### config.mk
export PLATFORM = sky130hd
export DESIGN_NAME = cpu_step_sequencer
export DESIGN_NICKNAME = d
export VERILOG_FILES = /design/src/rtl/cpu_step_sequencer.sv
export SDC_FILE = /design/constraint.sdc
export NUM_CORES = 1
export LEC_CHECK = 0
export CORE_MARGIN = 8
export CORE_UTILIZATION = 40
export CTS_BUF_LIST = sky130_fd_sc_hd__clkbuf_8
export DETAILED_ROUTE_END_ITERATION = 7
export GPL_ROUTABILITY_DRIVEN = 0
export PLACE_DENSITY_LB_ADDON = 0.1
export SLEW_MARGIN = 20
export SYNTH_ARGS = -nofsm -noshare
export SYNTH_HDL_FRONTEND = slang
export SYNTH_SLANG_ARGS = --single-unit
### constraint.sdc
create_clock -name clk -period 3.25 [get_ports clk]
set_clock_uncertainty 0.15 [all_clocks]
set_input_delay 0.4875 -clock clk [delete_from_list [all_inputs] [get_ports clk]]
set_output_delay 0.4875 -clock clk [all_outputs]
set_load 0.01 [all_outputs]
### src/rtl/cpu_step_sequencer.sv
// Multi-cycle IF/DE/MEM/WB step sequencer for the RV32I core with handshake memories,
// debug halt and bus/PC traps. Optional counters: define CPU_STEP_PERF_COUNTER_EN.
module cpu_step_sequencer #(
  parameter int unsigned XLEN        = 32,
  parameter int unsigned ADDR_W      = 32,
  parameter logic [ADDR_W-1:0] RESET_PC = 32'h0000_0000,
  parameter int unsigned MEM_TIMEOUT = 255,
  parameter int unsigned CNT_W       = 64
) (
  input  logic              clk,
  input  logic              rst_n,
  output logic              imem_req,
  output logic [ADDR_W-1:0] imem_addr,
  input  logic              imem_ready,
  input  logic [XLEN-1:0]   imem_rdata,
  output logic [XLEN-1:0]   instruction,
  input  logic              is_load,
  input  logic              is_store,
  input  logic [ADDR_W-1:0] exec_pc_next,
  input  logic              exec_need_write_rd,
  output logic              dmem_req,
  output logic              dmem_we,
  input  logic              dmem_ready,
  input  logic [XLEN-1:0]   dmem_rdata,
  output logic [XLEN-1:0]   load_data,
  output logic [ADDR_W-1:0] pc,
  output logic              pc_write_enable,
  output logic              rd_write_enable,
  input  logic              halt_req,
  output logic              halted,
  output logic              bus_error,
`ifdef CPU_STEP_PERF_COUNTER_EN
  output logic [CNT_W-1:0]  cycle_count,
  output logic [CNT_W-1:0]  retire_count,
`endif
  output logic [2:0]        state_o
);

  localparam int unsigned WAIT_W = (MEM_TIMEOUT < 2) ? 1 : $clog2(MEM_TIMEOUT + 1);
  localparam logic [WAIT_W-1:0] WAIT_LAST = WAIT_W'(MEM_TIMEOUT - 1);

  typedef enum logic [2:0] {
    ST_IF   = 3'd0,
    ST_DE   = 3'd1,
    ST_MEM  = 3'd2,
    ST_WB   = 3'd3,
    ST_HALT = 3'd4,
    ST_ERR  = 3'd5
  } state_e;

  state_e            state_q;
  logic [ADDR_W-1:0] pc_q;
  logic [XLEN-1:0]   instr_q;
  logic [XLEN-1:0]   load_data_q;
  logic [WAIT_W-1:0] wait_q;
  logic [WAIT_W-1:0] wait_d;
  logic              bus_error_q;
  logic              pc_aligned;
  logic              wait_expired;

  assign pc_aligned   = (exec_pc_next[1:0] == 2'b00);
  assign wait_expired = (wait_q == WAIT_LAST);
  assign wait_d       = wait_q + WAIT_W'(1);

  // Every transition below clears the wait counter so each state starts a fresh count.
  always_ff @(posedge clk or negedge rst_n) begin
    if (!rst_n) begin
      state_q     <= ST_IF;
      pc_q        <= RESET_PC;
      instr_q     <= XLEN'(32'h0000_0013);
      load_data_q <= '0;
      wait_q      <= '0;
      bus_error_q <= 1'b0;
    end else begin
      case (state_q)
        ST_IF: begin
          if (imem_ready) begin
            instr_q <= imem_rdata;
            state_q <= ST_DE;
            wait_q  <= '0;
          end else if (wait_expired) begin
            bus_error_q <= 1'b1;
            state_q     <= ST_ERR;
            wait_q      <= '0;
          end else begin
            wait_q <= wait_d;
          end
        end
        ST_DE: begin
          state_q <= (is_load || is_store) ? ST_MEM : ST_WB;
          wait_q  <= '0;
        end
        ST_MEM: begin
          if (dmem_ready) begin
            // load+store together behaves as a store, so load_data is left alone
            if (is_load && !is_store) begin
              load_data_q <= dmem_rdata;
            end
            state_q <= ST_WB;
            wait_q  <= '0;
          end else if (wait_expired) begin
            bus_error_q <= 1'b1;
            state_q     <= ST_ERR;
            wait_q      <= '0;
          end else begin
            wait_q <= wait_d;
          end
        end
        ST_WB: begin
          wait_q <= '0;
          if (!pc_aligned) begin
            bus_error_q <= 1'b1;
            state_q     <= ST_ERR;
          end else begin
            pc_q    <= exec_pc_next;
            state_q <= halt_req ? ST_HALT : ST_IF;
          end
        end
        ST_HALT: begin
          if (!halt_req) begin
            state_q <= ST_IF;
            wait_q  <= '0;
          end
        end
        ST_ERR: begin
          state_q <= ST_ERR;
        end
        default: begin
          bus_error_q <= 1'b1;
          state_q     <= ST_ERR;
          wait_q      <= '0;
        end
      endcase
    end
  end

`ifdef CPU_STEP_PERF_COUNTER_EN
  logic [CNT_W-1:0] cycle_count_q;
  logic [CNT_W-1:0] retire_count_q;

  always_ff @(posedge clk or negedge rst_n) begin
    if (!rst_n) begin
      cycle_count_q  <= '0;
      retire_count_q <= '0;
    end else begin
      if (state_q != ST_HALT && state_q != ST_ERR) begin
        cycle_count_q <= cycle_count_q + CNT_W'(1);
      end
      if (state_q == ST_WB && pc_aligned) begin
        retire_count_q <= retire_count_q + CNT_W'(1);
      end
    end
  end

  assign cycle_count  = cycle_count_q;
  assign retire_count = retire_count_q;
`endif

  // Strobes are gated by rst_n so nothing is requested while reset is held.
  assign imem_req        = rst_n && (state_q == ST_IF);
  assign imem_addr       = pc_q;
  assign dmem_req        = rst_n && (state_q == ST_MEM);
  assign dmem_we         = dmem_req && is_store;
  assign pc_write_enable = rst_n && (state_q == ST_WB) && pc_aligned;
  assign rd_write_enable = rst_n && (state_q == ST_WB) && exec_need_write_rd;
  assign halted          = (state_q == ST_HALT);
  assign instruction     = instr_q;
  assign load_data       = load_data_q;
  assign pc              = pc_q;
  assign bus_error       = bus_error_q;
  assign state_o         = state_q;

endmodule

==> out/results.ini <==
[hold_path]
min_path_type=primary input to asynchronous set/reset pin

[die]
io_pins=242
die_w_um=124
chipHeight_um=124
start_util_pct=41.0
placementRows=39
core_sq_mm=0.0114
die_area_sq_mm=0.0154

[clocking]
post-cts-setup-buffer-count=0
root_buffer=clkbuf_8
cts_tree=done
ctsHtreeMaxLevel=3
ctsResizeCount=0
clk_pin_slew_ns=0.10
cts_inserted_buffers=9
cts.sinks=108
clk_latency_ns=0.36
clk_path_buf_depth=2
holdBufCountCts=0

[logic_synthesis]
synth-edff-count=0
synth_cells=327
async_flop_share_pct=100
yosysTopAreaCellShare_pct=56.4
ys_seq_area_share_pct=58.1
synthFlopType=dfrtp_1
synth_most_common_cell=dfrtp_1
syn_avg_cell_area_sq_um=14.2
synth_commonest_cells=105 x dfrtp_1, 89 x mux2_2, 33 x buf_4, 11 x buf_6, 9 x nand2_1
yosysWarnings=0
yosysTopAreaCell=dfrtp_1
yosys.cell_types.count=41
synth_area_sq_mm=0.00466
ys_top_cells_by_area=dfrtp_1 56%, mux2_2 22%, buf_4 5.3%
syn-num-nets=433
synth-seq-cells=108

[sta]
finalHoldViolCount=0
rsz0062_at_grt=no
period_share_pct=86.7
clock.fmax_ghz=0.355
period_needed_ns=2.82
worst_slack_ns=0.433
worstMarginPinSlew_ns=0.872
relSlewSlack_pct=41.9
slew_violations=0
setup-violations-final=0
finalSetupTns_ns=0

[worst_setup_path]
crit_arrival_ns=2.18
required_ns=2.61
start_kind=flip-flop
end_kind=output pin
crit_end=dmem_we
crit_fanout=15
reg2reg_slack_ns=0.98
r2r_start=state_o[1]
worstSetupPathType=flip-flop to output pin
startpoint=state_o[2]
rr_worst_depth=4
reg2reg_to=load_data[6]

[routing]
dr.pass1.iters=4
drtAntennaViolNets=0
drc=0
wl_mm=12.9
wire_per_inst_um=18.8
routed_via_density=4.82
vias=3301
drtIter0Drc=134

[layout]
fin_util_pct=62.7
areaGrowthSynthToFinish_pct=53.1
diodes=0
final_nets=643
drive_gt1_share_pct=22.1

[global_route]
grtUsageTotal_pct=16.0
grt_max_degree=68
grt-ovfl-total=0
grt_pass1_wl_mm=18.8
antenna_found_initial=0
grt_pass1_vias=3475

[place]
io_buffers=241
place_ws_ns=0.338
place_hpwl_mm=10.1

[pwr]
powerDensity_mw_per_mm2=898
p_leak_nw=2.97
ir_drop_mv=0.565

[flow_run]
maxCapViolations=0

[outcome]
status=finished clean

## layout by cell type (no fill, tap or decap), types with 5 or more instances in the layout
| master | Yosys | layout |
|---|---|---|
| clkdlybuf4s50_1 | 0 | 240 |
| buf_4 | 33 | 5 |
| o21ai_0 | 5 | 5 |
| a21oi_1 | 8 | 8 |
| nor2_1 | 8 | 8 |
| clkbuf_8 | 0 | 10 |
| mux2_2 | 89 | 89 |
| mux2_1 | 5 | 5 |
| dfrtp_1 | 105 | 105 |
| nand2_1 | 9 | 9 |
| nand3_1 | 5 | 5 |
## critical path, stage by stage, from the launching register on
cell and delay, ns:
dfrtp_1 0.59, nand2b_1 0.29, nor3_1 0.23, and2_1 0.17, clkdlybuf4s50_1 0.54
## sequential cells by signal, summed over array words and instances, names as in the netlist
name         flops
bus_error        1
imem_addr       32
instruction     32
load_data       32
state_o          3
wait_q           8
## worst min path at each step
stage	start	end	slack [ns]
2_1_floorplan	rst_n	bus_error	0.04
3_3_place_gp	bus_error	bus_error	0.32
3_5_place_dp	bus_error	bus_error	0.32
4_1_cts	rst_n	imem_addr[30]	0.22
5_1_grt	rst_n	imem_addr[29]	0.24
6_report	rst_n	state_o[0]	0.17
## stage by stage
stage               total power [mW]  hold slack [ns]  cells  area, sq um
finish                          6.40            0.170    685         7130
global route                    6.79            0.241    685         7130
CTS                             6.52            0.223    685         7120
detailed placement              5.59            0.325    669         6900
global placement                5.50            0.322    669         6900
floorplan                       3.87           0.0419    327         4660
## routing by layer
layer	wire [um]	GRT usage, %	vias up
met4	112	4.01	0
met5	0	0	-
met2	6270	27.2	154
met1	4750	17.3	1606
li1	-	-	1532
met3	1750	8.20	9
## power by group
group / internal [mW] / leakage (nW) / switching (mW) / total (mW)
logic: 1.96 / 1.53 / 1.16 / 3.12
clock network: 0.456 / 0.110 / 0.451 / 0.907
registers: 1.96 / 1.33 / 0.415 / 2.37
## cell type report
class                           instances  area, sq um
Sequential cell                       108         2710
Tap cell                              143          179
Multi-Input combinational cell        171         1570
Timing Repair Buffer                  245         2440
Clock inverter                          6         87.6
Inverter                                2         7.51
Clock buffer                           10          138
Fill cell                             938         4240
## logic make-up (layout without fill, tap and decap cells)
group	after synthesis	after routing	share of synthesized area, %
flops	108	108	58.1
mux	95	95	22.9
buf+inv	48	263	8.30
simple gates	43	43	5.51
compound gates	31	31	4.59
fa+ha+maj	2	2	0.537
Power figures use the tool's default switching activity.
